`config.mk`:
```
export PLATFORM = sky130hd
export DESIGN_NAME = mul4_accum
export DESIGN_NICKNAME = d
export VERILOG_FILES = /design/src/rtl/mul4_pkg.sv /design/src/rtl/mul4_accum_ctrl.sv /design/src/rtl/mul4_accum.sv
export SDC_FILE = /design/constraint.sdc
export NUM_CORES = 1
export LEC_CHECK = 0
export CAP_MARGIN = 10
export CORE_AREA = 4 4 69 71
export CTS_BUF_LIST = sky130_fd_sc_hd__clkbuf_4 sky130_fd_sc_hd__clkbuf_8
export DETAILED_ROUTE_END_ITERATION = 8
export DIE_AREA = 0 0 73 75
export HOLD_SLACK_MARGIN = 0.12
export PLACE_DENSITY = 0.77
export SYNTH_ARGS = -nofsm -noshare
export SYNTH_HDL_FRONTEND = slang
export SYNTH_HIERARCHICAL = 1
export SYNTH_SLANG_ARGS = --single-unit
export TNS_END_PERCENT = 20
```
`constraint.sdc`:
```
create_clock -name clk -period 2.47 [get_ports clk]
set_clock_uncertainty 0.05 [all_clocks]
set_input_delay 0.3705 -clock clk [delete_from_list [all_inputs] [get_ports clk]]
set_output_delay 0.3705 -clock clk [all_outputs]
set_load 0.005 [all_outputs]
```
`src/rtl/mul4_pkg.sv`:
```
// Shared types and constants for the 4x4 multiplier MAC datapath.
package mul4_pkg;

  localparam int unsigned PROD_W    = 8;
  localparam int unsigned ACC_W_DEF = 16;
  localparam int unsigned LEN_W_DEF = 4;

  typedef enum logic [1:0] {
    IDLE  = 2'd0,
    ACCUM = 2'd1,
    DONE  = 2'd2
  } state_t;

endpackage

```
`src/rtl/mul4_accum_ctrl.sv`:
```
// Burst sequencer for the accumulator: start/len latch, product counting and
// the product/result handshake strobes.
module mul4_accum_ctrl
  import mul4_pkg::*;
#(
  parameter int unsigned LEN_W = LEN_W_DEF
) (
  input  logic             clk,
  input  logic             rst_n,
  input  logic             start,
  input  logic [LEN_W-1:0] len,
  input  logic             prod_valid,
  input  logic             res_ready,
  output logic             prod_ready,
  output logic             res_valid,
  output logic             busy,
  output logic             clr,
  output logic             take
);

  state_t           state, state_nx;
  logic [LEN_W-1:0] cnt, len_q;
  logic             last;

  // Only evaluated in ACCUM, where len_q is never zero.
  assign last = (cnt == len_q - LEN_W'(1));
  assign take = prod_valid & prod_ready;
  assign busy = (state != IDLE);

  always_ff @(posedge clk or negedge rst_n) begin
    if (!rst_n) begin
      state <= IDLE;
      cnt   <= '0;
      len_q <= '0;
    end else begin
      state <= state_nx;
      if (clr) begin
        cnt   <= '0;
        len_q <= len;
      end else if (take) begin
        cnt <= cnt + LEN_W'(1);
      end
    end
  end

  always_comb begin
    state_nx   = state;
    prod_ready = 1'b0;
    res_valid  = 1'b0;
    clr        = 1'b0;
    case (state)
      IDLE: begin
        if (start) begin
          clr      = 1'b1;
          state_nx = (len == '0) ? DONE : ACCUM;
        end
      end
      ACCUM: begin
        prod_ready = 1'b1;
        if (prod_valid && last) state_nx = DONE;
      end
      DONE: begin
        res_valid = 1'b1;
        if (res_ready) state_nx = IDLE;
      end
      default: state_nx = IDLE;
    endcase
  end

endmodule

```
`src/rtl/mul4_accum.sv`:
```
// Accumulate stage of the MAC datapath: sums a burst of 8-bit products into a
// wrapping ACC_W-bit total with a sticky per-burst wrap flag.
module mul4_accum
  import mul4_pkg::*;
#(
  parameter int unsigned ACC_W = ACC_W_DEF,
  parameter int unsigned LEN_W = LEN_W_DEF
) (
  input  logic              clk,
  input  logic              rst_n,
  input  logic              start,
  input  logic [LEN_W-1:0]  len,
  input  logic              prod_valid,
  input  logic [PROD_W-1:0] prod,
  output logic              prod_ready,
  output logic              res_valid,
  output logic [ACC_W-1:0]  res_data,
  input  logic              res_ready,
  output logic              ovf,
  output logic              busy
);

  logic             clr, take;
  logic [ACC_W-1:0] acc;
  logic             ovf_q;
  logic [ACC_W:0]   sum;

  mul4_accum_ctrl #(
    .LEN_W(LEN_W)
  ) u_ctrl (
    .clk       (clk),
    .rst_n     (rst_n),
    .start     (start),
    .len       (len),
    .prod_valid(prod_valid),
    .res_ready (res_ready),
    .prod_ready(prod_ready),
    .res_valid (res_valid),
    .busy      (busy),
    .clr       (clr),
    .take      (take)
  );

  // One extra bit captures the carry out of the accumulator MSB.
  assign sum = {1'b0, acc} + (ACC_W + 1)'(prod);

  always_ff @(posedge clk or negedge rst_n) begin
    if (!rst_n) begin
      acc   <= '0;
      ovf_q <= 1'b0;
    end else if (clr) begin
      acc   <= '0;
      ovf_q <= 1'b0;
    end else if (take) begin
      acc <= sum[ACC_W-1:0];
      if (sum[ACC_W]) ovf_q <= 1'b1;
    end
  end

  assign res_data = acc;
  assign ovf      = ovf_q;

endmodule

```
# == Word level (Yosys, flattened, before mapping) ==
# Cells that the tools add are included.
# totals
mem_bits_rw,0
latchBits,0
out_inout_bits,20
n_memories,0
reg_bits,27
wordCells,39
rom_bits,0
# op_classes
order_cmp,0
n_reduce_logical,8
n_div,0
n_shift,0
multipliers,0
n_addsub,3
bitwise_logic,1
mux,16
eq_ne,6
# ops
op,count
$mux 16,2
$add 16x8->17,1
$mux 2,4
$mux 4,2
$mux 1,7
$pmux 2 s3,1
$reduce_bool 2->1,3
$add 4x1->4 const B,1
$eq 4x4->1,1
$logic_not 4->1,1
$ne 2x2->1 const B,2
$sub 4x1->4 const B,1
$reduce_and 3->1,1
$eq 2x1->1 const B,1
$eq 2x2->1 const B,1
$logic_not 2->1,1
$ne 2x1->1 const B,1
$reduce_and 2->1,1
$and 1x1->1,1
$logic_and 1x1->1,1

# == Longest topological paths before layout ==
# logic_depth
depth_word,5
ltp_mapped,8
depth_no_buf,8

# == Modules after synthesis ==
# The synthesis kept the hierarchy.
# by_module_without_submodules
module,area_each_um2,cells_each,instances,seq_area_each_um2
mul4_accum,1157.4,123,1,425.4
mul4_accum_ctrl,568.0,56,1,250.2

# == Worst setup path after synthesis ==
# OpenSTA, ideal clock, no wires.
# synth_path
kind,register -> register
start,register acc[0] (netlist: res_data[0])
end,register acc[14] (netlist: res_data[14])
arrival_ns,1.973
slack_ns,0.369
setup_ns,0.077
synth_period_minus_slack_ns,2.101
stages_incl_launch_ff,9
path_cell_list,dfrtp_1 -> ha_1 -> inv_1 -> fa_1 -> nand2b_1 -> a21oi_1 -> o211ai_1 -> or3_1 -> a21oi_1
# synth_via
elab_chain_len,3
# synth_rtl
item,line,text
"start, declared",mul4_accum.sv:24,logic [ACC_W-1:0] acc;
"start signal, assigned",mul4_accum.sv:55,acc <= sum[ACC_W-1:0];
$add 16x8->17,mul4_accum.sv:45,"assign sum = {1'b0, acc} + (ACC_W + 1)'(prod);"
$mux 16,mul4_accum.sv:54,end else if (take) begin
$mux 16,mul4_accum.sv:51,end else if (clr) begin
# Every way passes these cells. The select of a mux whose other input is x is not followed.
# A chain may end at the register's enable or synchronous reset.

# == Worst setup path after layout ==
# layout_path
start,input port prod[0]
end,register acc[14] (netlist: res_data[14])
# layout_via
elab_chain_len,3
# layout_rtl
item,line,text
"start, declared",mul4_accum.sv:14,"input logic [PROD_W-1:0] prod,"
$add 16x8->17,mul4_accum.sv:45,
$mux 16,mul4_accum.sv:54,
$mux 16,mul4_accum.sv:51,
# Every way passes these cells. The select of a mux whose other input is x is not followed.

==> results.toml <==
[synth]
synth_seq_area_share_pct = 39.16
syn_inst = 179
syn_area_per_cell_um2 = 9.639
ys.warnings.count = 6
synth_area_um2 = 1725
ys_ff_latch = 27
synth.distinct_cells = 44
synth_nets = 207

[global_routing]
grt-ovfl-total = 0
grt_start_max_net_pins = 29
gr-usage-met1_pct = 18.85
grt.busiest_layer = "met2"
antenna_found_initial = 0
grt_use_met2_pct = 24.33
grt_use_total_pct = 14.25
grt_pass1_wl_um = 6251
grt_pass1_vias = 1453
met3_usage_pct = 3.471

[place]
dpl-instance-area_um2 = 2207
dp_hpwl_um = 2871
place.gp.congestion = 0.8249
portBuffers = 36

[timing]
tightestPinTransition_ns = 0.3541
timing.hold.ws_ns = 0.4186
slew_violations = 0
max_freq_mhz = 439.2
rsz0062_at_grt = "no"
finalCriticalPeriod_ns = 2.277
setup_viol = 0
hold_viol = 0
slew_headroom_pct = 76.39
fin_crit_sh_pct = 92.18

[floorplanning]
fp-row-count = 24
start_util_pct = 40.75
die-area_um2 = 5475
die-height_um = 75
ioPinCount = 37
coreArea_um2 = 4234
die_w_um = 73

[power]
powerDensity_nw_per_um2 = 1074
p_leak_uw = 0.001011
vdd_ir_drop_max_mv = 0.5268

[clocking]
clock-sinks = 27
clockBufferDepth = 2
cts_root_buf = "clkbuf_8"
cts_made_buffers = 3
clkLatencyLatePin_ns = 0.28
htreeDepth = 1
cts_tree = "built"
clk_pin_slew_worst_paths_ns = 0.10

[final_layout]
diodes = 0
n_fill_cell = 403
drive_gt1_share_pct = 14.54
mostFrequentLayoutCells = "clkdlybuf4s50_1 (36), dfrtp_1 (27), nor2_1 (18)"
nets = 256
final_common_cell = "clkdlybuf4s50_1"
multi_input_area_um2 = 970.9
regArea_um2 = 675.6
final_area_um2 = 2257
syn2layout_area_growth_pct = 30.82

[critical_path]
worst_setup_path_start_kind = "input pin"
rr_startpoint = "res_data[0]"
critical_path_depth = 9
max_stage_delay_ns = 0.46
path_max_fanout = 4
reg2reg_to = "res_data[14]"
crit_start = "prod[0]"
r2r_setup_slack_ns = 0.35
reg2reg_depth = 8
cpLargestDelayFamily = "simple AND/OR/NAND/NOR gates"
slowest_stage = "clkdlybuf4s50_1"
end_kind = "register"
worst_ep_required_time_ns = 2.63
critical_path_arrival_ns = 2.43
path_buf_inv = 2
path_cells = "clkdlybuf4s50_1, ha_1, inv_1, fa_1, nand2b_1, a21oi_2, o211ai_1, or3_1, a21oi_1"
critPathKind = "input pin to register"

[detailed_routing]
dr_total_vias = 1441
antenna_left = 0
finalWirelength_um = 3747
vias_per_cell = 5.165
drt-pass1-iter-count = 4
drc = 0
drtIter0Drc = 121
wl_per_cell_um = 13.43

[status]
outcome = "finished clean"

[min_path]
hp-class = "input pin to asynchronous set/reset pin"

[run]
drv_cap = 0
==> worst register-to-register path: stages, from the launching register on <==
cell and delay, ns:
dfrtp_1 0.38, ha_1 0.17, inv_1 0.05, fa_1 0.37, nand2b_1 0.18, a21oi_2 0.20, o211ai_1 0.14, or3_1 0.36
a21oi_1 0.15
==> logic make-up after synthesis <==
kind of cell | share of synthesized area [%]
mux | 3.843
compound gates | 19.22
xor+xnor | 7.469
simple gates | 16.82
flops | 39.16
buf+inv | 5.076
fa+ha+maj | 8.412
==> registers in the layout (all words and copies together), names as in the netlist <==
register      flops
res_data         16
u_ctrl/cnt        4
ovf               1
u_ctrl/len_q      4
u_ctrl/state      2
==> cell usage after synthesis (all sizes together) <==
cell type / n / area (µm²)
o21ai: 10 / 53.80
a22o: 5 / 43.79
xor2: 6 / 52.55
fa: 1 / 20.02
nand3: 3 / 15.01
xor3: 1 / 23.77
and2: 2 / 12.51
or4: 2 / 15.01
o31ai: 2 / 15.01
and3: 2 / 13.77
a41o: 1 / 10.01
o22ai: 1 / 6.260
nor3b: 1 / 7.510
o41ai: 1 / 16.27
buf: 4 / 38.78
o21ba: 1 / 10.01
a21o: 1 / 7.510
a31oi: 1 / 6.260
mux2: 5 / 56.30
nor2b: 4 / 25.02
o211ai: 5 / 42.54
nor4: 1 / 6.260
nand2: 12 / 45.04
a21oi: 14 / 70.07
or3: 3 / 20.02
a211oi: 3 / 22.52
nor2: 18 / 67.56
a41oi: 1 / 16.27
or2: 2 / 12.51
dfrtp: 27 / 675.7
ha: 10 / 125.1
nand4: 2 / 12.51
nand2b: 4 / 25.02
xnor2: 6 / 52.55
nand3b: 1 / 7.510
mux2i: 1 / 10.01
nor3: 1 / 5.000
a32o: 1 / 11.26
inv: 13 / 48.80
==> layer usage <==
layer / vias up / part of all wire [%]
li1: 732 / -
met1: 673 / 47
met2: 34 / 48
met3: 2 / 4.9
met4: 0 / 0.35
met5: - / 0
==> timing repair <==
action                     4_1_cts  5_1_grt
resized for setup                0        1
buffers inserted                 0        0
hold buffers                     0        0
setup endpoints to repair        0        1
==> report_power, final <==
| group | internal, µW | switching, µW | total, µW |
|---|---|---|---|
| logic | 767 | 632 | 1400 |
| clock network | 113 | 148 | 261 |
| registers | 608 | 157 | 764 |
==> final cells by class <==
type,count,area share [%]
Timing Repair Buffer,48,19.96
Multi-Input combinational cell,135,43.02
Clock buffer,3,1.829
Tap cell,52,2.882
Inverter,13,2.162
Clock inverter,1,0.2217
Sequential cell,27,29.93
==> how the worst max path moves through the flow <==
| stage | to |
|---|---|
| 5_1_grt | res_data[14] |
| 3_5_place_dp | res_data[14] |
| 4_1_cts | res_data[14] |
| 3_3_place_gp | res_data[14] |
| 2_1_floorplan | res_data[14] |
| 6_report | res_data[14] |
==> through the flow <==
step,total power (µW),util [%],TNS (ns),setup slack [ns],std cells
2_1_floorplan,1674,-,0,0.3694,179
3_3_place_gp,2146,52.13,-0.2547,-0.1382,275
3_5_place_dp,2177,52.13,-0.3585,-0.1777,275
4_1_cts,2448,53.22,0,0.1092,279
5_1_grt,2632,53.31,0,0.04706,279
6_report,2424,53.31,0,0.1931,279
Power figures use the tool's default switching activity.
